`config.mk`:
```
export PLATFORM = sky130hd
export DESIGN_NAME = scarv_ccx_memif_arb
export DESIGN_NICKNAME = d
export VERILOG_FILES = /design/src/rtl/scarv_ccx_pkg.sv /design/src/rtl/scarv_ccx_rr_arb2.sv /design/src/rtl/scarv_ccx_memif_arb.sv
export SDC_FILE = /design/constraint.sdc
export NUM_CORES = 1
export LEC_CHECK = 0
export BUFFER_PORTS_ARGS = -buffer_cell sky130_fd_sc_hd__buf_2
export CAP_MARGIN = 0
export CORE_AREA = 2 2 123 125
export CTS_CLUSTER_SIZE = 14
export DETAILED_ROUTE_END_ITERATION = 12
export DIE_AREA = 0 0 125 127
export RECOVER_POWER = 100
export SYNTH_ARGS = -nofsm -noshare
export SYNTH_HDL_FRONTEND = slang
export SYNTH_SLANG_ARGS = --single-unit
```
`constraint.sdc`:
```
create_clock -name g_clk -period 1.7 [get_ports g_clk]
set_input_delay 0.085 -clock g_clk [delete_from_list [all_inputs] [get_ports g_clk]]
set_output_delay 0.085 -clock g_clk [all_outputs]
set_load 0.02 [all_outputs]
```
`src/rtl/scarv_ccx_pkg.sv`:
```
// Shared types and constants for the scarv ccx memif arbiter.
package scarv_ccx_pkg;

  typedef enum logic [1:0] {
    IDLE  = 2'd0,
    HOLD0 = 2'd1,
    HOLD1 = 2'd2
  } arb_state_t;

  typedef logic arb_id_t;

  // s0 wins the first contention after reset.
  localparam arb_id_t CCX_ARB_RESET_LAST = 1'b1;

endpackage

```
`src/rtl/scarv_ccx_rr_arb2.sv`:
```
// Two-way requester pick with round-robin pointer.
// Define SCARV_CCX_MEMIF_ARB_FIXED_PRIO_EN for fixed priority (s0 always wins contention).
module scarv_ccx_rr_arb2
  import scarv_ccx_pkg::*;
(
  input  logic       g_clk,
  input  logic       g_reset,
  input  logic [1:0] req,
  input  logic       hold,
  input  logic       hold_id,
  input  logic       accept,
  output logic       sel_vld,
  output logic       sel_id
);

  arb_id_t contend_id;

`ifdef SCARV_CCX_MEMIF_ARB_FIXED_PRIO_EN
  logic unused_rr_inputs;
  assign unused_rr_inputs = ^{g_clk, g_reset, accept};
  assign contend_id       = 1'b0;
`else
  arb_id_t last_gnt;

  always_ff @(posedge g_clk or posedge g_reset) begin
    if (g_reset) begin
      last_gnt <= CCX_ARB_RESET_LAST;
    end else if (accept) begin
      last_gnt <= sel_id;
    end
  end

  assign contend_id = ~last_gnt;
`endif

  always_comb begin
    sel_vld = hold | (|req);
    sel_id  = 1'b0;
    if (hold) begin
      sel_id = hold_id;
    end else if (&req) begin
      sel_id = contend_id;
    end else begin
      sel_id = req[1];
    end
  end

endmodule

```
`src/rtl/scarv_ccx_memif_arb.sv`:
```
// Two-into-one memif arbiter: fetch (s0) and load/store (s1) share port m.
// Fixed-priority variant selected by SCARV_CCX_MEMIF_ARB_FIXED_PRIO_EN.
module scarv_ccx_memif_arb
  import scarv_ccx_pkg::*;
#(
  parameter int AW = 32,
  parameter int DW = 32
) (
  input  logic            g_clk,
  input  logic            g_reset,

  input  logic            s0_req,
  output logic            s0_gnt,
  input  logic            s0_wen,
  input  logic [DW/8-1:0] s0_strb,
  input  logic [DW-1:0]   s0_wdata,
  input  logic [AW-1:0]   s0_addr,
  output logic            s0_error,
  output logic [DW-1:0]   s0_rdata,

  input  logic            s1_req,
  output logic            s1_gnt,
  input  logic            s1_wen,
  input  logic [DW/8-1:0] s1_strb,
  input  logic [DW-1:0]   s1_wdata,
  input  logic [AW-1:0]   s1_addr,
  output logic            s1_error,
  output logic [DW-1:0]   s1_rdata,

  output logic            m_req,
  input  logic            m_gnt,
  output logic            m_wen,
  output logic [DW/8-1:0] m_strb,
  output logic [DW-1:0]   m_wdata,
  output logic [AW-1:0]   m_addr,
  input  logic            m_error,
  input  logic [DW-1:0]   m_rdata
);

  arb_state_t state_q, state_d;
  logic       arb_sel_vld;
  arb_id_t    sel_id;
  logic       sel_vld;
  logic       accept;
  logic       rsp_vld_q;
  arb_id_t    rsp_id_q;

  scarv_ccx_rr_arb2 u_pick (
    .g_clk   (g_clk),
    .g_reset (g_reset),
    .req     ({s1_req, s0_req}),
    .hold    (state_q != IDLE),
    .hold_id (state_q == HOLD1),
    .accept  (accept),
    .sel_vld (arb_sel_vld),
    .sel_id  (sel_id)
  );

  // Gate with reset so the combinational request path also clears immediately.
  assign sel_vld = arb_sel_vld & ~g_reset;
  assign accept  = m_req & m_gnt;

  always_comb begin
    m_req   = 1'b0;
    m_wen   = 1'b0;
    m_strb  = '0;
    m_wdata = '0;
    m_addr  = '0;
    if (sel_vld) begin
      m_req   = sel_id ? s1_req   : s0_req;
      m_wen   = sel_id ? s1_wen   : s0_wen;
      m_strb  = sel_id ? s1_strb  : s0_strb;
      m_wdata = sel_id ? s1_wdata : s0_wdata;
      m_addr  = sel_id ? s1_addr  : s0_addr;
    end
  end

  assign s0_gnt = sel_vld & ~sel_id & m_gnt;
  assign s1_gnt = sel_vld &  sel_id & m_gnt;

  always_comb begin
    state_d = state_q;
    case (state_q)
      IDLE:         if (arb_sel_vld && !m_gnt) state_d = sel_id ? HOLD1 : HOLD0;
      HOLD0, HOLD1: if (m_gnt) state_d = IDLE;
      default:      state_d = IDLE;
    endcase
  end

  always_ff @(posedge g_clk or posedge g_reset) begin
    if (g_reset) begin
      state_q   <= IDLE;
      rsp_vld_q <= 1'b0;
      rsp_id_q  <= 1'b0;
    end else begin
      state_q   <= state_d;
      rsp_vld_q <= accept;
      if (accept) rsp_id_q <= sel_id;
    end
  end

  assign s0_rdata = (rsp_vld_q && !rsp_id_q) ? m_rdata : '0;
  assign s0_error = rsp_vld_q && !rsp_id_q && m_error;
  assign s1_rdata = (rsp_vld_q &&  rsp_id_q) ? m_rdata : '0;
  assign s1_error = rsp_vld_q &&  rsp_id_q && m_error;

  // A held requester must not withdraw before its grant.
  a_hold_req : assert property (@(posedge g_clk) disable iff (g_reset)
    ((state_q == HOLD0) |-> s0_req) and ((state_q == HOLD1) |-> s1_req));

endmodule
```
==> summary.txt <==
Xor/xnor cell area share of the yosys netlist = 0
Clock Latency Late Sink = 230 ps
Post-route DRC = 0
Rows = 44
Min Clock Period, post-route = 1956 ps
Setup slack, reg-to-reg = 150 ps
Worst Slack Setup Final = -256.2 ps
Pwr Total = 0.004789 W
DR pass1 iterations = 4
Yosys Warn Count = 0
Placed inst area = 3930 µm²
Die H = 127 µm
Pwr/cell area = 1139 nW/µm²
DP Cell Count = 828
Mapped Area = 2102 µm²
Synth Area in Simple Gates = 0.3488
Setup WS pre-CTS = -132.0 ps
Final Net Count = 828
Cells after Synth = 349
Fmax achieved = 511.2 MHz
Seq/Total Area, Yosys = 0.06012
Vias in the first global route = 3259
Reg-to-reg endpoint = u_pick.last_gnt
Failing checks = negative setup slack
Initial antenna violation count = 0
Max Cap Violations = 0
Share of cells above drive strength 1 = 0.5593
Req. time, crit path = 1620 ps
Core ar. = 14420 µm²
Design area = 4204 µm²
Clock skew = 2.970 ps
DR iter-0 viols = 121
Synth Area in Compound Gates = 0.3089
H-Tree Level Count = 1
Mux share of post-synthesis cell area = 0.03452
Register area = 126.4 µm²
Leak Pwr = 2.683 nW
Layout fillers = 1604
Reg-to-Reg Start = state_q[0]
Post-route ant nets = 0
CTS tree = done
Die width = 125 µm
Max rail drop VDD = 562.1 µV
Routability Congestion = 0.7391
Crit path to = m_addr[7]
Crit path max fanout = 13
I/O pin cnt = 314
Maximum buffer depth of the clock tree = 2
Post-Syn Nets = 527
FF-to-FF path depth = 6
CP Class = flip-flop to output pin
Worst-path clk slew = 30 ps
RSZ-0062 raised after global routing = yes
Slew Limit Headroom = 0.5526
CP Launch Point = state_q[1]
Layout Cells excl Fill = 834
Routed length per instance = 13.11 µm
Layout area overhead = 100.0%
Drt total wl = 10930 µm
Initial core utilization = 0.1457
Yosys reg bits = 5
Footprint of the multi-input gates = 1622 µm²
Largest net degree at the start of global routing = 54
Vias per cell = 4.341
Global-route wire length before repair = 16320 µm
GR Overflow Total = 0
Adder-cell share of the synthesized area = 0.01190
Die ar. = 15880 µm²
Hold Path Class = input pin to async pin
Status = finished, violations left
Tot GR Track Use = 0.1225
Worst-Margin Slew = 671.0 ps
Post-synth cell types = 23
CTS root buf = clkbuf_16
Period utilization = 1.151
Hold Slack = 284.2 ps
Total number of vias = 3620
Worst path arrival time = 1870 ps
Final Hold Vio Count = 0
Final Setup Violations = 72
Main combinational cell family by area after synthesis = simple AND/OR/NAND/NOR gates
Fin. max-slew vios = 0
I/O Buffers = 313
CTS Buf Count = 3
HPWL Detailed = 8450 µm
Clk sinks = 5
CP endpoint kind = output pin
Synthesized area per cell = 6.023 µm²
CP Launch Type = flip-flop
[per-stage QoR]
step | util | setup TNS (ps)
after floorplan | - | -2227
after global placement | 0.2725 | -1571
after CTS | 0.2804 | -9408
after global routing | 0.2913 | -15030
after detailed placement | 0.2725 | -3656
final | 0.2915 | -9541
[metal layers]
metal / wire length (µm) / vias up / GRT usage
met3: 939 / 4 / 0.02638
met5: 0 / - / 0
met1: 4248 / 1614 / 0.1412
met4: 33 / 0 / 0.005229
met2: 5712 / 210 / 0.2423
li1: - / 1792 / -
[how the worst min path moves through the flow]
| stage | startpoint | end | depth (start not counted) |
|---|---|---|---|
| floorplan | g_reset | rsp_id_q | 3 |
| global placement | g_reset | state_q[1] | 3 |
| detailed placement | g_reset | state_q[1] | 3 |
| CTS | g_reset | state_q[1] | 3 |
| global route | m_gnt | state_q[0] | 4 |
| finish | g_reset | state_q[1] | 3 |
[cell usage after synthesis]
cell type,instances,area [µm²]
a211o_1,1,8.760
a21boi_2,1,11.26
a21oi_1,1,5.000
a31oi_2,1,12.51
and2_1,34,212.7
and3_1,33,206.5
buf_2,9,45.04
buf_6,7,78.83
clkbuf_1,23,86.33
dfrtp_1,4,100.1
dfstp_2,1,26.28
ha_1,2,25.02
inv_1,75,281.5
inv_2,1,3.750
mux2i_1,5,50.05
mux2i_4,1,22.52
nand2_1,70,262.8
nand2b_1,3,18.77
nor2_1,4,15.01
nor2b_1,2,12.51
nor3_1,1,5.000
o21bai_1,1,7.510
o32ai_1,69,604.3
[final cells by class]
cell class,count,share of cell area
timing repair buffer,335,0.4423
clock buffer,4,0.01875
antenna,1,0.0005952
tap,184,0.05476
inverter,76,0.06786
multi-input combinational,229,0.3857
sequential,5,0.03006
[report_power, final]
part,total [W],internal (W),switching [W]
combinational,0.00421,0.00174,0.00247
clock,0.000387,0.000311,0.0000765
sequential,0.000192,0.000171,0.0000212
[kinds of logic (layout without fill, tap and decap cells)]
kind of cell / after synthesis / after routing
other: 0 / 1
muxes: 6 / 6
adders and majority gates: 2 / 2
AOI/OAI and AO/OA: 74 / 74
DFF: 5 / 5
and+or+nand+nor: 147 / 147
buffers and inverters: 115 / 415
[layout by cell type (no fill, tap or decap), types with 3 or more instances in the layout]
cell,netlist,layout
buf_4,0,24
inv_2,1,3
nand2_1,70,70
dfrtp_1,4,4
clkbuf_16,0,4
mux2i_1,5,4
inv_1,75,73
o32ai_1,69,58
o32ai_2,0,11
buf_12,0,6
buf_2,9,301
and3_1,33,33
and2_1,34,34
[worst max-delay path, stage by stage (launching register included)]
cell	delay, ps
dfrtp_1	350
inv_2	60
ha_4	190
nor2_4	130
a31oi_4	60
buf_12	180
buf_4	150
o32ai_1	290
buf_2	230
[what timing repair did]
item,in CTS,in global routing
resized for setup,10,27
gates cloned,0,1
buffers inserted,0,0
endpoints found under the setup margin,72,72
pin swaps,1,0
hold buffers,0,0
[sequential cells by signal, indices dropped and copies added, names as in the netlist]
name             count
state_q              2
rsp_id_q             1
rsp_vld_q            1
u_pick.last_gnt      1
No activity file was read; power rests on OpenSTA's default activity.
